## config.mk

```make
export PLATFORM = sky130hd
export DESIGN_NAME = result_bcd_formatter
export DESIGN_NICKNAME = d
export VERILOG_FILES = /design/src/rtl/result_bcd_formatter.sv
export SDC_FILE = /design/constraint.sdc
export NUM_CORES = 1
export LEC_CHECK = 0
export ABC_AREA = 1
export BUFFER_PORTS_ARGS = -buffer_cell sky130_fd_sc_hd__buf_4
export CORE_ASPECT_RATIO = 1.5
export CORE_MARGIN = 4
export CORE_UTILIZATION = 35
export CTS_CLUSTER_DIAMETER = 60
export CTS_CLUSTER_SIZE = 20
export DETAILED_ROUTE_END_ITERATION = 8
export GPL_TIMING_DRIVEN = 0
export PLACE_DENSITY_LB_ADDON = 0.25
export SYNTH_ARGS = -nofsm -noshare
export SYNTH_HDL_FRONTEND = slang
export SYNTH_SLANG_ARGS = --single-unit
```

## constraint.sdc

```tcl
create_clock -name clk -period 1.2 [get_ports clk]
set_input_delay 0.06 -clock clk [delete_from_list [all_inputs] [get_ports clk]]
set_output_delay 0.06 -clock clk [all_outputs]
set_load 0.01 [all_outputs]
```

## src/rtl/result_bcd_formatter.sv

```systemverilog
// rtl/result_bcd_formatter.sv - ALU result to sign + 3-digit BCD, serial double-dabble
// Optional macro BCD_LEADING_BLANK_EN: leading-zero digits presented as 4'hF (blank).
module result_bcd_formatter (
    input  logic       clk,
    input  logic       rst,
    input  logic [7:0] Sum,
    input  logic       C_8,
    input  logic       Add_Sub,
    input  logic       ALB,
    input  logic       In_Valid,
    output logic       In_Ready,
    output logic       Out_Valid,
    input  logic       Out_Ready,
    output logic       Neg,
    output logic [3:0] Hund,
    output logic [3:0] Tens,
    output logic [3:0] Ones
);

    typedef enum logic [1:0] {
        S_IDLE = 2'd0,
        S_CONV = 2'd1,
        S_DONE = 2'd2
    } state_t;

    state_t      r_state;
    state_t      w_state_next;

    logic [8:0]  r_mag;
    logic [11:0] r_bcd;
    logic [3:0]  r_cnt;
    logic        r_neg_cap;
    logic        r_out_valid;
    logic        r_neg;
    logic [3:0]  r_hund;
    logic [3:0]  r_tens;
    logic [3:0]  r_ones;

    logic        w_accept;
    logic        w_last;
    logic        w_release;
    logic [7:0]  w_sum_twos;
    logic [8:0]  w_mag_load;
    logic        w_neg_load;
    logic [3:0]  w_adj_hund;
    logic [3:0]  w_adj_tens;
    logic [3:0]  w_adj_ones;
    logic [11:0] w_bcd_next;
    logic [8:0]  w_mag_next;
    logic [3:0]  w_hund_disp;
    logic [3:0]  w_tens_disp;

    always_ff @(posedge clk) begin
        if (rst) begin
            r_state <= S_IDLE;
        end else begin
            r_state <= w_state_next;
        end
    end

    always_comb begin
        w_state_next = r_state;
        w_accept     = 1'b0;
        w_last       = 1'b0;
        w_release    = 1'b0;
        In_Ready     = 1'b0;
        case (r_state)
            S_IDLE: begin
                In_Ready = 1'b1;
                if (In_Valid) begin
                    w_accept     = 1'b1;
                    w_state_next = S_CONV;
                end
            end
            S_CONV: begin
                if (r_cnt == 4'd8) begin
                    w_last       = 1'b1;
                    w_state_next = S_DONE;
                end
            end
            S_DONE: begin
                if (Out_Ready) begin
                    w_release    = 1'b1;
                    w_state_next = S_IDLE;
                end
            end
            default: w_state_next = S_IDLE;
        endcase
    end

    // Subtraction with A<B leaves a two's-complement Sum; negate it to get |A-B|.
    always_comb begin
        w_sum_twos = ~Sum + 8'd1;
        w_mag_load = {C_8, Sum};
        w_neg_load = 1'b0;
        if (Add_Sub) begin
            if (ALB) begin
                w_mag_load = {1'b0, w_sum_twos};
                w_neg_load = 1'b1;
            end else begin
                w_mag_load = {1'b0, Sum};
            end
        end
    end

    always_comb begin
        w_adj_ones = (r_bcd[3:0]  >= 4'd5) ? r_bcd[3:0]  + 4'd3 : r_bcd[3:0];
        w_adj_tens = (r_bcd[7:4]  >= 4'd5) ? r_bcd[7:4]  + 4'd3 : r_bcd[7:4];
        w_adj_hund = (r_bcd[11:8] >= 4'd5) ? r_bcd[11:8] + 4'd3 : r_bcd[11:8];
        w_bcd_next = {w_adj_hund[2:0], w_adj_tens, w_adj_ones, r_mag[8]};
        w_mag_next = {r_mag[7:0], 1'b0};
    end

`ifdef BCD_LEADING_BLANK_EN
    always_comb begin
        w_hund_disp = (w_bcd_next[11:8] == 4'd0) ? 4'hF : w_bcd_next[11:8];
        w_tens_disp = ((w_bcd_next[11:8] == 4'd0) && (w_bcd_next[7:4] == 4'd0))
                      ? 4'hF : w_bcd_next[7:4];
    end
`else
    always_comb begin
        w_hund_disp = w_bcd_next[11:8];
        w_tens_disp = w_bcd_next[7:4];
    end
`endif

    always_ff @(posedge clk) begin
        if (rst) begin
            r_mag     <= 9'd0;
            r_bcd     <= 12'd0;
            r_cnt     <= 4'd0;
            r_neg_cap <= 1'b0;
        end else if (w_accept) begin
            r_mag     <= w_mag_load;
            r_bcd     <= 12'd0;
            r_cnt     <= 4'd0;
            r_neg_cap <= w_neg_load;
        end else if (r_state == S_CONV) begin
            r_mag <= w_mag_next;
            r_bcd <= w_bcd_next;
            r_cnt <= w_last ? 4'd0 : r_cnt + 4'd1;
        end
    end

    // Visible result only changes on the final iteration edge.
    always_ff @(posedge clk) begin
        if (rst) begin
            r_out_valid <= 1'b0;
            r_neg       <= 1'b0;
            r_hund      <= 4'd0;
            r_tens      <= 4'd0;
            r_ones      <= 4'd0;
        end else if (w_last) begin
            r_out_valid <= 1'b1;
            r_neg       <= r_neg_cap;
            r_hund      <= w_hund_disp;
            r_tens      <= w_tens_disp;
            r_ones      <= w_bcd_next[3:0];
        end else if (w_release) begin
            r_out_valid <= 1'b0;
        end
    end

    assign Out_Valid = r_out_valid;
    assign Neg       = r_neg;
    assign Hund      = r_hund;
    assign Tens      = r_tens;
    assign Ones      = r_ones;

endmodule

```

==> run metrics, run 1 <==
vias in the first global route roughly 2100; Synth Area in Simple Gates ~24%; Slew HR 58.6%; multi-input logic area 1420 um^2; post-synthesis mux area share 0%; worst slew pin tran between 0.6 and 0.7 ns; syn avg cell area 7.07 um^2; vias between 2000 and 2500; Slowest cell on crit path dfxtp_4; CP startpoint kind flip-flop; clk sink count 42; setup TNS -4.00 ns; I/O Buffers 29; final setup violation count 27; crit share post-route 121%; DRT iter0 DRCs a little over 80; Worst Path Max Fanout 5; XOR/XNOR Fraction of Synth Area ~2.9%; Pwr Density just under 1000 nW/um^2; ant diodes 0; hpwl dp roughly 3.6 mm; vias per inst between 4 and 5; die extent in y between 100 and 150 um; ys async rst share 0%; Initial Util 36.3%; slowest stage delay, CP between 0.3 and 0.4 ns; min Tclk post-route 1.45 ns; Synth cell types 28; Setup Skew between 0.003 and 0.004 ns; Post-Syn Instances around 300; complex-gate fraction of the synthesized area 17.1%; failing checks setup timing; Max Cap Viol 0; first-pass GRT wire length a little over 9 mm; DRC 0; EDFF count, synth 0; Clk pin slew, worst setup/hold paths ~0.080 ns; fmax just under 0.7 GHz; max-slew violation count 0; Yosys reg bits 42; storage element area just under 900 um^2; Sequential Power Share between 40 and 50%; Post-synth top cells nand2_1 (60), dfxtp_1 (42), inv_1 (42), nor2_1 (36), a21oi_1 (30); worst min-delay path class in2reg; unrepaired setup endpoints after global routing true; nets between 300 and 400; Sw Ratio 28.1%; Pint between 2 and 2.5 mW; dominant synthesized flop cell dfxtp_1; clock tree buffer depth 2; synthesis-to-layout area growth 54.6%; maximum vdd ir drop between 0.0004 and 0.0005 V; fillers roughly 550; I/O pins 30; hold buffer count at CTS 0; CP endpoint kind flip-flop; initial antenna violation count 0; clk root buf clkbuf_8; core area roughly 5900 um^2; most frequent cell after synthesis nand2_1; Routed Antenna Nets 0; leading area contributor after synthesis dfxtp_1; Pre-antenna DRT Iters 4; Finished Core Util 56.1%; Worst Setup Path Type reg2reg; share of cells above drive strength 1 between 40% and 50%; die footprint around 7400 um^2; critical path required time 1.40 ns; dominant combinational cell family by area after synthesis simple AND/OR/NAND/NOR gates; final hold vios 0; synthesized area roughly 2100 um^2; TritonCTS clock tree done; CP dominant cell by count inv_4; synth warn 0; leakage around 1.5 nW; Yosys top cell area share between 30% and 40%; Worst-Skew Late Latency between 0.2 and 0.3 ns; critical path cell sequence inv_4 -> ha_4 -> nand3b_1 -> nor2_8 -> inv_4 -> clkbuf_16 -> o21ai_2 -> inv_1; GR Overflow Total 0; final wirelength 5.95 mm; Die X ~72 um; WL per Instance 13.5 um; largest net degree at the start of global routing 13; syn_nets approximately 330; Global Route Usage Sum between 10% and 20%; row count 34; Synth area leaders dfxtp_1 (40%), nand2_1 (11%), inv_1 (7.4%); Synth Area in Adders 5.29%; htree depth 2; Comb pwr share around a fifth; Clock power frac roughly a third; final setup margin -0.247 ns; CTS Buf Count 5; outcome finished with violations; Seq/Total Area, Yosys roughly 40%; global placer's final weighted congestion between 0.7 and 0.8; worst hold slack slightly above 0.03 ns; NetSw ~0.9 mW; total power about 3.2 mW; CP arrival approximately 1.6 ns
[power by group through the flow]
stage          clock network (mW)  registers, mW  logic (mW)
2_1_floorplan                   0           1.51       0.305
3_3_place_gp                    0           1.52       0.425
3_5_place_dp                    0           1.52       0.430
4_1_cts                      1.09           1.49       0.561
5_1_grt                      1.14           1.51       0.749
6_report                     1.07           1.50       0.680
[final timing paths]
| kind | cells after the start | slack [ns] | startpoint | to |
|---|---|---|---|---|
| max | 8 | -0.25 | r_cnt[1] | Hund[1] |
| min | 3 | 0.03 | Sum[0] | r_mag[0] |
| max reg2reg | 8 | -0.25 | r_cnt[1] | Hund[1] |
| min reg2reg | 2 | 0.47 | r_mag[7] | r_mag[7] |
[layout by cell type, fill, tap and decap left out, drive strengths merged]
master	Yosys	final
dfxtp	42	42
nor2	40	41
buf	6	65
nand4	1	1
a31oi	1	1
nand3	10	10
xnor2	2	2
nand3b	3	3
nand2	61	61
or2	2	2
ha	9	9
o21ai	34	34
o31ai	1	1
a211oi	3	3
inv	46	45
clkbuf	3	12
a21boi	1	1
nor3b	1	1
a21oi	30	30
xor2	5	5
clkinv	0	1
[critical path: cells and delay by family, from the launching register on]
kind	cells	cell delay, ns
simple gates	2	0.43
flops	1	0.36
buf+inv	4	0.33
fa+ha+maj	1	0.11
compound gates	1	0.11
[metal layers]
layer  share of wire (%)  vias up  GRT usage, %
li1                    -     1092             -
met4                 4.1        0          6.99
met1                  36     1008          15.6
met3                 3.3       17          2.91
met2                  56       45          28.9
met5                   0        -             0
[state kept, by name, summed over array words and instances, names as in the netlist]
signal / flops
Hund: 4
Neg: 1
Ones: 4
Out_Valid: 1
Tens: 4
r_bcd: 12
r_cnt: 4
r_mag: 9
r_neg_cap: 1
r_state: 2
[logic make-up after synthesis]
logic type | after synthesis
fa+ha+maj | 9
simple gates | 118
flops | 42
xor+xnor | 7
compound gates | 70
buf+inv | 55
[per-stage QoR]
step | setup WS (ns) | instance area, um^2 | instances
final | -0.247 | 3290 | 442
after floorplan | -0.111 | 2190 | 301
after global routing | -0.327 | 3290 | 442
after global placement | -0.270 | 2500 | 402
after CTS | -0.194 | 2930 | 430
after detailed placement | -0.284 | 2500 | 402
[cell type report]
type | instances | share of cell area, %
tap | 72 | 2.74
clock buffer | 8 | 3.35
sequential | 42 | 26.3
multi-input combinational | 205 | 43.1
buffer | 8 | 2.62
timing repair buffer | 61 | 15.9
inverter | 46 | 6.01
[timing repair]
item                       in CTS  in global routing
setup endpoints to repair      42                 39
buffers inserted               18                 13
gates cloned                    2                  2
pin swaps                      16                 22
resized for setup              50                 81
(Power assumes the default switching activity.)
==> inputs of run 2 (changes only) <==
CORE_ASPECT_RATIO = 0.75   (was 1.5)
CORE_MARGIN = 1.5   (was 4)
CORE_UTILIZATION = 51   (was 35)
==> run metrics, run 2 (synthesized netlist as in run 1, its figures left out) <==
Pwr Density a little over 1000 nW/um^2; Worst Path Buf+Inv 3; Pre-antenna DRT Iters 8; initial antenna violation count 0; most frequent cells in the layout buf_4 (51), nand2_1 (40), dfxtp_1 (31); Comb pwr share around a quarter; die extent in y 58.9 um; Clock power frac a little under a third; nets slightly below 400; Slew HR between 50 and 60%; Global Route Usage Sum about a quarter; min Tclk post-route around 1.5 ns; worst min-delay path class in2reg; Finished Core Util 84.2%; core area 4030 um^2; slowest stage delay, CP 0.38 ns; Setup Skew 0.00841 ns; Pint 2.41 mW; largest net degree at the start of global routing 13; cell family with most CP delay simple AND/OR/NAND/NOR gates; flop-to-flop setup slack -0.28 ns; row count 20; max-slew violation count 0; vias ~2400; Biggest register r_bcd; first-pass GRT wire length ~9.3 mm; Max Cap Viol 0; final wirelength ~7.8 mm; commonest non-fill, non-tap cell in the layout buf_4; fmax a little under 0.7 GHz; final setup violation count 39; Sequential Power Share 43.4%; vias per inst around 5.7; clk sink count 42; outcome finished with violations; critical path required time about 1.5 ns; failing checks setup timing; placed inst area ~2500 um^2; CTS Buf Count 5; leakage 1.58 nW; TritonCTS clock tree done; htree depth 2; ant diodes 0; final hold vios 0; Worst-Skew Late Latency between 0.3 and 0.4 ns; die footprint between 4000 and 5000 um^2; worst slew pin tran ~0.70 ns; DRT iter0 DRCs roughly 210; final setup margin -0.275 ns; I/O pins 30; max reg flops 12; CP endpoint kind flip-flop; crit share post-route 123%; I/O Buffers 29; GR Overflow Total 0; Slowest cell on crit path dfxtp_4; Worst Setup Path Type reg2reg; clock tree buffer depth 2; vias in the first global route roughly 2000; Initial Util about 53%; Regs by FF count r_bcd: 12 flops, r_mag: 9 flops; synthesis-to-layout area growth 59.3%; share of cells above drive strength 1 50.8%; critical path cell sequence nor2_4 -> clkinv_4 -> nor2_8 -> buf_6 -> nor2_1 -> nor2_1 -> o21ai_2 -> inv_1; unrepaired setup endpoints after global routing true; DRC 0; Routed Antenna Nets 0; Die X 77.6 um; global placer's final weighted congestion 0.798; WL per Instance 18.2 um; Post-Layout Inst Area between 3000 and 4000 um^2; CP startpoint kind flip-flop; clk root buf clkbuf_8; Worst Path Max Fanout 5; CP arrival between 1.5 and 2 ns; Sw Ratio 30.6%; CP dominant cell by count nor2_1; Clk pin slew, worst setup/hold paths ~0.080 ns; hpwl dp between 3 and 4 mm; NetSw about 1.1 mW; maximum vdd ir drop a little under 0.0009 V
run 2: final timing paths:
check	to	cells after the start	from
max	Tens[0]	8	r_state[1]
min	r_mag[0]	3	Sum[0]
max reg2reg	Tens[0]	8	r_state[1]
min reg2reg	r_mag[2]	2	r_mag[2]
run 2: worst min-delay path: cells and delay by family:
| family | cells | cell delay (ns) |
|---|---|---|
| buffers and inverters | 1 | 0.11 |
| AND/OR/NAND/NOR | 1 | 0.07 |
| AO/OA/AOI/OAI | 1 | 0.05 |
run 2: layout make-up:
cell class | instances | area, um^2
buffer | 8 | 91.3
clock buffer | 8 | 110
fill | 208 | 638
inverter | 46 | 198
multi-input combinational | 206 | 1480
sequential | 42 | 860
tap | 55 | 68.8
timing repair buffer | 64 | 581
run 2: routing by layer:
metal  track usage (%)  share of wire, %  vias to the layer above
met5                 0                 0                        -
met4              10.4               4.3                        0
met3              6.36               9.9                       42
met2              41.5                46                      166
met1              35.4                40                     1107
li1                  -                 -                     1109
run 2: power by group through the flow:
stage | Clock, mW | Sequential (mW) | Combinational [mW]
after floorplan | 0 | 1.51 | 0.305
after global placement | 0 | 1.52 | 0.420
after detailed placement | 0 | 1.52 | 0.430
after CTS | 1.08 | 1.49 | 0.561
after global routing | 1.18 | 1.51 | 0.900
final | 1.10 | 1.50 | 0.861
run 2: repair_timing:
item                                   in CTS  in global routing
setup buffers                              14                 19
endpoints found under the hold margin       0                  0
pin swaps                                  12                 34
hold buffers                                0                  0
resized for setup                          57                 94
cloned                                      3                  3
setup endpoints to repair                  42                 42
run 2: per-stage QoR:
stage	total power [mW]	std cells	TNS, ns	hold WS (ns)	setup WS [ns]
detailed placement	1.95	385	-5.45	0.347	-0.259
global placement	1.94	385	-4.93	0.342	-0.245
global route	3.58	429	-7.90	0.0544	-0.317
floorplan	1.82	301	-1.20	0.208	-0.111
finish	3.47	429	-5.70	0.0365	-0.275
CTS	3.13	410	-2.51	0.0310	-0.149
==> inputs of run 3 (changes only) <==
CAP_MARGIN = 20   (was default)
CORE_UTILIZATION = 50   (was 51)
CTS_CLUSTER_SIZE = 28   (was 20)
==> run metrics, run 3 (synthesized netlist as in run 1, its figures left out) <==
fillers roughly 240; storage element area roughly 860 um^2; worst slew pin tran just under 0.7 ns; core area a little over 4000 um^2; CP endpoint kind flip-flop; Worst Setup Path Type reg2reg; Worst-Skew Late Latency roughly 0.31 ns; outcome finished with violations; Worst Path Buf+Inv 4; clk sink count 42; row count 20; hpwl dp about 3.4 mm; global placer's final weighted congestion between 0.8 and 0.9; final hold vios 0; fmax ~0.67 GHz; share of cells above drive strength 1 between 40% and 50%; ant diodes 0; vias per inst 5.44; final wirelength roughly 7 mm; DRT iter0 DRCs 183; critical path cell sequence inv_2 -> ha_4 -> nand3b_1 -> nor2_8 -> inv_4 -> clkbuf_16 -> o21ai_1 -> inv_1; CTS Buf Count 5; final setup violation count 39; synthesis-to-layout area growth 55.3%; Biggest register r_bcd; Setup Skew a little under 0.01 ns; vias 2324; commonest non-fill, non-tap cell in the layout buf_4; Clk pin slew, worst setup/hold paths approximately 0.070 ns; unrepaired setup endpoints after global routing true; Pre-antenna DRT Iters 5; final setup margin -0.293 ns; Post-Layout Inst Area approximately 3300 um^2; worst min-delay path class in2reg; Regs by FF count r_bcd: 12 flops, r_mag: 9 flops; I/O Buffers 29; critical path required time between 1 and 1.5 ns; die extent in y roughly 60 um; htree depth 2; CP startpoint kind flip-flop; leakage between 1.5 and 2 nW; CP arrival around 1.7 ns; Max Cap Viol 0; multi-input logic area around 1400 um^2; WL per Instance around 16 um; first-pass GRT wire length 8.76 mm; most frequent cells in the layout buf_4 (49), nand2_1 (42), dfxtp_1 (32); initial antenna violation count 0; nets around 400; clock tree buffer depth 2; placed inst area 2480 um^2; vias in the first global route 1926; Pwr Density roughly 970 nW/um^2; max reg flops 12; worst hold slack around 0.022 ns; hold buffer count at CTS 0; I/O pins 30; cell family with most CP delay simple AND/OR/NAND/NOR gates; Initial Util 52.2%; slowest stage delay, CP between 0.3 and 0.4 ns; Routed Antenna Nets 0; crit share post-route 124%; maximum vdd ir drop ~0.00065 V; total power ~3.2 mW; die footprint 4660 um^2; Die X around 78 um; max-slew violation count 0; GR Overflow Total 0; Slew HR a little under three fifths; Slowest cell on crit path dfxtp_2; failing checks setup timing; DRC 0; min Tclk post-route about 1.5 ns; TritonCTS clock tree done; clk root buf clkbuf_8; Worst Path Max Fanout 5; Global Route Usage Sum 24.6%; largest net degree at the start of global routing 12
run 3: layout make-up:
cell class	instances	area share [%]
clock buffers	7	2.31
multi-input cells	205	43.1
plain buffers	8	2.84
well taps	55	2.08
inverters	46	6.09
flip-flops and latches	42	26.0
repair buffers	64	17.5
run 3: through the flow:
| step | setup WS (ns) | TNS, ns | instances | utilization [%] |
|---|---|---|---|---|
| 6_report | -0.293 | -5.07 | 427 | 81.0 |
| 5_1_grt | -0.356 | -7.49 | 427 | 81.0 |
| 4_1_cts | -0.190 | -3.02 | 412 | 70.2 |
| 3_5_place_dp | -0.283 | -5.69 | 385 | 60.7 |
| 3_3_place_gp | -0.250 | -4.75 | 385 | 60.7 |
| 2_1_floorplan | -0.111 | -1.20 | 301 | - |
run 3: power breakdown:
group | internal [mW] | switching [mW] | leakage, nW
clock network | 0.401 | 0.484 | 0.0383
logic | 0.369 | 0.445 | 1.16
registers | 1.45 | 0.0521 | 0.347
total | 2.22 | 0.982 | 1.54
run 3: path summary, 6_finish.rpt:
| kind | depth (start not counted) | endpoint | startpoint | slack [ns] |
|---|---|---|---|---|
| min | 3 | r_mag[0] | Sum[0] | 0.02 |
| max | 8 | Tens[1] | r_cnt[0] | -0.29 |
| max reg2reg | 8 | Tens[1] | r_cnt[0] | -0.29 |
| min reg2reg | 2 | r_mag[6] | r_mag[6] | 0.47 |
run 3: metal layers:
layer	GRT usage (%)	routed length, um	up-vias	share of wire [%]
li1	-	-	1100	-
met3	4.62	414	24	6.1
met5	0	0	-	0
met2	40.7	3320	90	49
met1	33.6	2880	1110	42
met4	6.12	200	0	2.9
run 3: worst register-to-register path, cell delays in order, from the launching register on:
cell	delay, ns
dfxtp_2	0.33
inv_2	0.07
ha_4	0.12
nand3b_1	0.20
nor2_8	0.21
inv_4	0.08
clkbuf_16	0.16
o21ai_1	0.15
inv_1	0.07
run 3: repair_timing:
item	4_1_cts	5_1_grt
pin swaps	15	30
gates cloned	1	3
buffers inserted	20	12
gates resized for setup	58	82
endpoints found under the setup margin	42	40
endpoints found under the hold margin	0	0
